`src/rtl/latch_readout_pkg.sv`:
```
// Shared types and constants for the latch readout transmitter.
// Optional parity support is enabled with LATCH_READOUT_PARITY_EN.
package latch_readout_pkg;

  typedef enum logic [2:0] {
    StIdle,
    StStart,
    StData,
    StParity,
    StStop
  } state_e;

  localparam logic IDLE_LEVEL  = 1'b1;
  localparam logic START_LEVEL = 1'b0;
  localparam logic STOP_LEVEL  = 1'b1;

  // Number of serial bit slots in one frame: start + payload + (parity) + stop.
  function automatic int unsigned frame_bits(input int unsigned data_w, input bit parity);
    return parity ? data_w + 3 : data_w + 2;
  endfunction

endpackage

```
`src/rtl/latch_readout_baud_div.sv`:
```
// Bit-period divider: emits a one-cycle bit_tick every BIT_DIV cycles while running.
// Cleared synchronously by clear, asynchronously by rst.
module latch_readout_baud_div #(
  parameter int unsigned BIT_DIV = 4
) (
  input  logic clk,
  input  logic rst,
  input  logic clear,
  input  logic run,
  output logic bit_tick
);

  localparam int unsigned CntW = (BIT_DIV > 1) ? $clog2(BIT_DIV) : 1;
  localparam logic [CntW-1:0] CntMax = CntW'(BIT_DIV - 1);

  logic [CntW-1:0] cnt_q;

  assign bit_tick = run && (cnt_q == CntMax);

  always_ff @(posedge clk or posedge rst) begin
    if (rst) begin
      cnt_q <= '0;
    end else if (clear) begin
      cnt_q <= '0;
    end else if (run) begin
      if (cnt_q == CntMax) begin
        cnt_q <= '0;
      end else begin
        cnt_q <= cnt_q + CntW'(1);
      end
    end
  end

endmodule

```
`src/rtl/latch_readout_tx.sv`:
```
// Stored word with framed serial readout (start, LSB-first data, optional parity, stop).
// Define LATCH_READOUT_PARITY_EN to insert an even-parity bit between data and stop.
module latch_readout_tx
  import latch_readout_pkg::*;
#(
  parameter int unsigned DATA_W  = 8,
  parameter int unsigned BIT_DIV = 4
) (
  input  logic              clk,
  input  logic              rst,
  input  logic              wr_en,
  input  logic [DATA_W-1:0] wr_data,
  input  logic              rd_req,
  output logic [DATA_W-1:0] q,
  output logic              ser_out,
  output logic              busy,
  output logic              done
);

  localparam int unsigned BitW = (DATA_W > 1) ? $clog2(DATA_W) : 1;
  localparam logic [BitW-1:0] BitMax = BitW'(DATA_W - 1);

  state_e            state_q;
  logic [BitW-1:0]   bit_cnt_q;
  logic [DATA_W-1:0] shift_q;
  logic [DATA_W-1:0] shift_nxt;
  logic [DATA_W-1:0] load_word;
  logic              load;
  logic              bit_tick;
`ifdef LATCH_READOUT_PARITY_EN
  logic              parity_q;
`endif

  assign load      = (state_q == StIdle) && rd_req;
  // A write on the request edge is carried by the frame (write-through).
  assign load_word = wr_en ? wr_data : q;
  assign shift_nxt = shift_q >> 1;

  latch_readout_baud_div #(
    .BIT_DIV(BIT_DIV)
  ) u_baud_div (
    .clk     (clk),
    .rst     (rst),
    .clear   (load),
    .run     (busy),
    .bit_tick(bit_tick)
  );

  always_ff @(posedge clk or posedge rst) begin
    if (rst) begin
      q         <= '0;
      ser_out   <= IDLE_LEVEL;
      busy      <= 1'b0;
      done      <= 1'b0;
      state_q   <= StIdle;
      bit_cnt_q <= '0;
      shift_q   <= '0;
`ifdef LATCH_READOUT_PARITY_EN
      parity_q  <= 1'b0;
`endif
    end else begin
      if (wr_en) begin
        q <= wr_data;
      end
      done <= 1'b0;

      case (state_q)
        StIdle: begin
          if (rd_req) begin
            state_q   <= StStart;
            shift_q   <= load_word;
            bit_cnt_q <= '0;
            ser_out   <= START_LEVEL;
            busy      <= 1'b1;
`ifdef LATCH_READOUT_PARITY_EN
            parity_q  <= ^load_word;
`endif
          end
        end

        StStart: begin
          if (bit_tick) begin
            state_q <= StData;
            ser_out <= shift_q[0];
          end
        end

        StData: begin
          if (bit_tick) begin
            if (bit_cnt_q == BitMax) begin
`ifdef LATCH_READOUT_PARITY_EN
              state_q <= StParity;
              ser_out <= parity_q;
`else
              state_q <= StStop;
              ser_out <= STOP_LEVEL;
`endif
            end else begin
              bit_cnt_q <= bit_cnt_q + BitW'(1);
              shift_q   <= shift_nxt;
              ser_out   <= shift_nxt[0];
            end
          end
        end

        StParity: begin
`ifdef LATCH_READOUT_PARITY_EN
          if (bit_tick) begin
            state_q <= StStop;
            ser_out <= STOP_LEVEL;
          end
`else
          state_q <= StIdle;
          ser_out <= IDLE_LEVEL;
          busy    <= 1'b0;
`endif
        end

        StStop: begin
          if (bit_tick) begin
            state_q <= StIdle;
            ser_out <= IDLE_LEVEL;
            busy    <= 1'b0;
            done    <= 1'b1;
          end
        end

        default: begin
          state_q <= StIdle;
          ser_out <= IDLE_LEVEL;
          busy    <= 1'b0;
        end
      endcase
    end
  end

endmodule

```
`config.mk`:
```
export PLATFORM = sky130hd
export DESIGN_NAME = latch_readout_tx
export DESIGN_NICKNAME = d
export VERILOG_FILES = /design/src/rtl/latch_readout_pkg.sv /design/src/rtl/latch_readout_baud_div.sv /design/src/rtl/latch_readout_tx.sv
export SDC_FILE = /design/constraint.sdc
export NUM_CORES = 1
export LEC_CHECK = 0
export ABC_AREA = 0
export CORE_ASPECT_RATIO = 1.2
export CORE_MARGIN = 1.5
export CORE_UTILIZATION = 51
export DETAILED_ROUTE_END_ITERATION = 10
export GPL_TIMING_DRIVEN = 1
export PLACE_DENSITY = 0.78
export SYNTH_ARGS = -nofsm -noshare
export SYNTH_HDL_FRONTEND = slang
export SYNTH_SLANG_ARGS = --single-unit
```
`constraint.sdc`:
```
create_clock -name clk -period 2 [get_ports clk]
set_input_delay 0.6 -clock clk [delete_from_list [all_inputs] [get_ports clk]]
set_output_delay 0.6 -clock clk [all_outputs]
set_load 0.02 [all_outputs]
```
==> results_dict.tcl, run 1 <==
set metrics [dict create \
    run_status "completed" \
    cpMaxStageDelayCell "clkdlybuf4s50_1" \
    ant_nets 0 \
    cts-root-buf "clkbuf_4" \
    layout-drive-gt1-share_pct 17.57 \
    r2r-end "shift_q[0]" \
    yosysMostFrequentCell "dfrtp_1" \
    rr_startpoint "bit_cnt_q[0]" \
    io_pins 23 \
    die_w_um 49.33 \
    cts_max_path_buffers 2 \
    nFillCells 181 \
    areaGrowthSynthToFinish_pct 22.48 \
    worstPathCellList "clkdlybuf4s50_1" \
    dp_hpwl_um 1921 \
    max_freq_ghz 0.5213 \
    yosysUniqueCellTypes 33 \
    cp-start-kind "register" \
    critPathTopFamily "buffers and inverters" \
    worst-setup-path-type "register to output port" \
    arrival_ns 1.32 \
    power.total_mw 1.930 \
    synth_edf_count 0 \
    vias 1006 \
    first_pass_iters 4 \
    nets 164 \
    reg2regPathDepth 6 \
    routed_wl_um 2629 \
    finalHoldViolations 0 \
    grt_use_total_pct 20.24 \
    synth_commonest_cells "dfrtp_1, nand2_1, nor2_1, mux2_2, nor2b_1" \
    synth_top_area_share_pct 49.52 \
    finalClockSkew_ns 0.007487 \
    worstMarginPinSlew_ns 0.3860 \
    p_leak_nw 0.7121 \
    drv_slew 0 \
    cts_made_buffers 3 \
    grt_pass1_vias 1098 \
    rsz0062_at_grt "false" \
    num_rows 19 \
    hold_class "primary input to asynchronous set/reset pin" \
    ys.flop_type "dfrtp_1" \
    required_ns 1.40 \
    setup_viol 0 \
    portBuffers 22 \
    cts_num_sinks 27 \
    r2r_slack_ns 0.17 \
    period_minus_slack_ns 1.918 \
    cts_tree "done" \
    die_area_um2 2891 \
    synth-seq-cells 27 \
    syn_nets 140 \
    gr-total-overflow 0 \
    place_congestion 0.8417 \
    grt_max_degree 26 \
    syn-cell-area_um2 1314 \
    timing.final.ws_setup_ns 0.08189 \
    synthCells 125 \
    die_y_um 58.60 \
    n_antenna_cell 0 \
    synthArstFlopShare_pct 100.0 \
    grt_first_pass_wirelength_um 4505 \
    drcViolationCount 0 \
    synthTopCellsByArea "dfrtp_1, mux2_2, o31ai_2" \
    relSlewSlack_pct 74.27 \
    clk_latency_ns 0.33 \
    crit_buf_inv 1 \
    endpoint_kind "output port" \
    start_util_pct 55.82 \
    grt_antenna_before_repair 0 \
    core_area_um2 2354 \
    routedWlPerCell_um 14.69 \
    powerDensity_nw_per_um2 1200 \
    synth_area_leader_cell "dfrtp_1" \
    timing.final.crit_share_pct 95.91 \
    synth_area_per_cell_um2 10.51 \
    ir_drop_mv 0.7036 \
    worstPathMaxFanout 2 \
    vias_per_cell 5.620 \
    hold_buffers 0 \
    pre_cts_slack_ns -0.007657 \
    drt_iter0_drc 13 \
    h-tree-depth 1 \
    yosys_warnings 0 \
    fin_setup_tns_ns 0 \
    maxCapViolations 0 \
    ys_seq_area_share_pct 51.52 \
    clk_pin_slew_ns 0.14 \
    critical_path.max_stage_delay_ns 0.61 \
]
==> per-stage QoR <==
step           utilization [%]  hold WS, ns  instances  instance area [um2]
6_report                 68.37       0.4995        179                 1609
3_3_place_gp             67.30       0.4656        175                 1584
2_1_floorplan                -       0.4492        125                 1314
5_1_grt                  68.37       0.4991        179                 1609
3_5_place_dp             67.30       0.4792        175                 1584
4_1_cts                  68.37       0.4951        179                 1609
==> placed cells by master (no fill, tap or decap) <==
cell              n
nand2_1          15
clkinv_2          1
dlygate4sd2_1     2
o31ai_2           5
dfrtp_1          26
nand3b_1          1
clkbuf_4          3
or2_2             1
inv_1             3
ha_1              3
or3b_1            2
nand3_1           1
nor2_1           13
nand2b_1          3
buf_4             5
nor4_1            1
o31ai_1           2
mux2_2            8
nor3_1            3
nor2b_1           7
clkdlybuf4s50_1  20
a211o_1           1
nand4b_1          2
a2111oi_0         1
o21ai_0           5
o32ai_1           1
mux2i_1           1
buf_12            1
dfstp_2           1
and3_1            1
a21oi_1           5
and2_1            1
a311oi_1          1
xor2_1            1
a2111oi_2         1
==> layer usage <==
metal	track usage, %	vias to the layer above	share of wire [%]	wire (um)
li1	-	478	-	-
met1	22.80	502	44	1149
met2	37.26	19	52	1358
met3	3.299	7	2.4	64
met4	9.796	0	2.2	57
met5	0	-	0	0
==> state kept, by name (all words and copies together), names as in the netlist <==
name and flops:
u_baud_div.cnt_q 2, bit_cnt_q 3, shift_q 8, q 8, ser_out 1, state_q 3, done 1, busy 1
==> where the power goes <==
part / total (mW) / switching (mW) / internal (mW) / leakage (nW)
Sequential: 0.855 / 0.143 / 0.712 / 0.331
Clock: 0.234 / 0.159 / 0.0751 / 0.0177
Combinational: 0.841 / 0.452 / 0.389 / 0.363
==> worst reg2reg max path: cells and delay by family (launching register included) <==
family          cells  cell delay, ns
compound gates      2            0.59
fa+ha+maj           2            0.41
buf+inv             1            0.17
flops               1            0.42
simple gates        1            0.17
==> timing repair <==
item / 4_1_cts / 5_1_grt
setup buffers: 0 / 0
gates resized for setup: 2 / 0
setup endpoints to repair: 2 / 0
==> how the worst max path moves through the flow <==
stage / start / endpoint / depth (start not counted)
2_1_floorplan: bit_cnt_q[0] / shift_q[0] / 6
3_3_place_gp: wr_en / shift_q[2] / 4
3_5_place_dp: wr_en / shift_q[1] / 4
4_1_cts: q[4] / q[4] / 1
5_1_grt: q[4] / q[4] / 1
6_report: q[4] / q[4] / 1
==> cells by family after synthesis <==
| logic type | after synthesis | share of synthesized area (%) |
|---|---|---|
| AND/OR/NAND/NOR | 51 | 19.43 |
| flip-flops | 27 | 51.52 |
| AO/OA/AOI/OAI | 22 | 13.52 |
| buffers and inverters | 12 | 4.381 |
| multiplexers | 9 | 7.619 |
| adder cells (fa/ha/maj) | 3 | 2.857 |
| XOR/XNOR | 1 | 0.6668 |
==> cell type report <==
class,count,area (um2),share of cell area (%)
timing repair buffer,28,275.3,17.11
sequential,27,676.9,42.07
inverter,3,11.26,0.6998
clock buffer,3,22.52,1.400
multi-input combinational,86,579.3,36.00
tap,31,38.79,2.411
clock inverter,1,5.005,0.3110
(Power assumes the default switching activity.)
==> run 2, diff against run 1 <==
- CORE_UTILIZATION: 51 -> 40
- PLACE_DENSITY: 0.78 -> unset
- SYNTH_HIERARCHICAL: unset -> 1
==> results_dict.tcl, run 2 <==
set metrics [dict create \
    run_status "completed" \
    ys_seq_area_share_pct 50.14 \
    rsz0062_at_grt "false" \
    n_antenna_cell 0 \
    first_pass_iters 4 \
    worst-setup-path-type "register to output port" \
    grt_first_pass_wirelength_um 4015 \
    worstPathMaxFanout 2 \
    critical_path.max_stage_delay_ns 0.61 \
    core_area_um2 3138 \
    ir_drop_mv 0.7386 \
    layout-drive-gt1-share_pct 25.35 \
    synth_edf_count 0 \
    drt_iter0_drc 25 \
    hold_class "primary input to asynchronous set/reset pin" \
    max_freq_ghz 0.5255 \
    yosysMostFrequentCell "dfrtp_1" \
    cts_max_path_buffers 2 \
    p_leak_nw 0.7095 \
    finalHoldViolations 0 \
    synth_area_per_cell_um2 11.64 \
    crit_start "q[3]" \
    critPathTopFamily "buffers and inverters" \
    timing.final.crit_share_pct 95.14 \
    final_common_cell "dfrtp_1" \
    arrival_ns 1.30 \
    vias 889 \
    yosysUniqueCellTypes 32 \
    r2r_slack_ns 0.17 \
    placed_cells 174 \
    cp-start-kind "register" \
    cts_tree "done" \
    finalClockSkew_ns 0.003295 \
    cpMaxStageDelayCell "clkdlybuf4s50_1" \
    rr_startpoint "u_baud_div/cnt_q[0]" \
    drv_slew 0 \
    grt_antenna_before_repair 0 \
    io_pins 23 \
    clk_pin_slew_ns 0.14 \
    cts_num_sinks 27 \
    synth_commonest_cells "dfrtp_1, nand2_1, o21ai_2, mux2i_1, mux2_2" \
    routedWlPerCell_um 12.89 \
    synth_top_area_share_pct 48.19 \
    nFillCells 288 \
    die_w_um 56.04 \
    ant_nets 0 \
    syn_nets 131 \
    num_rows 22 \
    ys.flop_type "dfrtp_1" \
    crit_buf_inv 1 \
    die_y_um 66.64 \
    grt_pass1_vias 900 \
    period_minus_slack_ns 1.903 \
    hold_buffers 0 \
    yosys_warnings 6 \
    clk_latency_ns 0.32 \
    setup_viol 0 \
    die_area_um2 3734 \
    cts_made_buffers 3 \
    worstMarginPinSlew_ns 0.4300 \
    place_congestion 0.6967 \
    endpoint_kind "output port" \
    start_util_pct 43.02 \
    relSlewSlack_pct 71.33 \
    portBuffers 22 \
    cts-root-buf "clkbuf_4" \
    fin_setup_tns_ns 0 \
    r2r-end "ser_out" \
    cts_setup_buffers 0 \
    synthCells 116 \
    syn-cell-area_um2 1350 \
    routed_wl_um 2294 \
    drcViolationCount 0 \
    grt_max_degree 26 \
    worstPathCellList "clkdlybuf4s50_1" \
    dp_hpwl_um 1660 \
    synthTopCellsByArea "dfrtp_1, o21ai_2, mux2i_1" \
    vias_per_cell 4.994 \
    nets 158 \
    layout_common_cells "dfrtp_1, clkdlybuf4s50_1, nand2_1" \
    required_ns 1.40 \
    h-tree-depth 1 \
    synth_area_leader_cell "dfrtp_1" \
    grt_use_total_pct 13.69 \
    synth-seq-cells 27 \
    areaGrowthSynthToFinish_pct 20.57 \
    synthArstFlopShare_pct 100.0 \
    cp.depth 1 \
    reg2regPathDepth 6 \
    reg_top3 "q: 8 flops, shift_q: 8 flops" \
    stdcell_count 178 \
    post-route-util_pct 51.87 \
    gr-total-overflow 0 \
    powerDensity_nw_per_um2 1171 \
    maxCapViolations 0 \
]
-- run 2: changes by cell type after synthesis, moves of 5 or more --
cell and change:
mux2i_1 +8, o21ai_2 +11, o31ai_2 -5, nor2b_1 -7
nor2_1 -11
-- run 2: metrics by stage --
step | hold slack (ns) | instance area (um2) | power [mW] | setup slack (ns)
2_1_floorplan | 0.3412 | 1350 | 1.526 | 0.2985
3_3_place_gp | 0.4595 | 1603 | 1.675 | 0.08792
3_5_place_dp | 0.4690 | 1603 | 1.701 | 0.07772
4_1_cts | 0.4228 | 1628 | 1.931 | 0.07406
5_1_grt | 0.4411 | 1628 | 2.055 | 0.02731
6_report | 0.4356 | 1628 | 1.905 | 0.09713
-- run 2: cell type report --
type	instances	area [um2]	share of cell area, %
Timing Repair Buffer	29	270.3	16.60
Sequential cell	27	678.2	41.66
Clock buffer	4	26.28	1.614
Inverter	4	15.01	0.9224
Multi-Input combinational cell	78	593.1	36.43
Tap cell	36	45.04	2.767
-- run 2: worst max path at each step --
stage	end
after global routing	q[4]
after global placement	shift_q[1]
after detailed placement	bit_cnt_q[2]
after CTS	q[3]
after floorplan	ser_out
final	q[3]
-- run 2: cells by family after synthesis --
| group | Yosys count | synth area share [%] |
|---|---|---|
| muxes | 18 | 14.46 |
| buffers and inverters | 11 | 5.930 |
| adders and majority gates | 3 | 2.781 |
| AOI/OAI and AO/OA | 23 | 12.98 |
| DFF | 27 | 50.14 |
| and+or+nand+nor | 34 | 13.72 |
-- run 2: metal layers --
layer / track usage [%] / share of wire, % / vias up
met4: 6.250 / 1.0 / 0
met3: 2.524 / 3.6 / 2
met5: 0 / 0 / -
li1: - / - / 453
met2: 21.91 / 49 / 16
met1: 18.02 / 47 / 418
-- run 2: worst reg2reg max path, stage by stage, from the launching register on --
cell      delay [ns]
dfrtp_1         0.42
ha_1            0.21
and2_1          0.25
nand2b_4        0.17
or3_1           0.32
o21ai_2         0.10
mux2_4          0.31
-- run 2: report_power, final --
group / internal, mW / total (mW) / switching, mW
Clock: 0.0780 / 0.233 / 0.155
Combinational: 0.409 / 0.801 / 0.391
Sequential: 0.712 / 0.872 / 0.160
Total: 1.20 / 1.91 / 0.706
-- run 2: what timing repair did --
item | in CTS | in global routing
endpoints found under the hold margin | 0 | 0
setup endpoints to repair | 2 | 0
resized for setup | 3 | 0
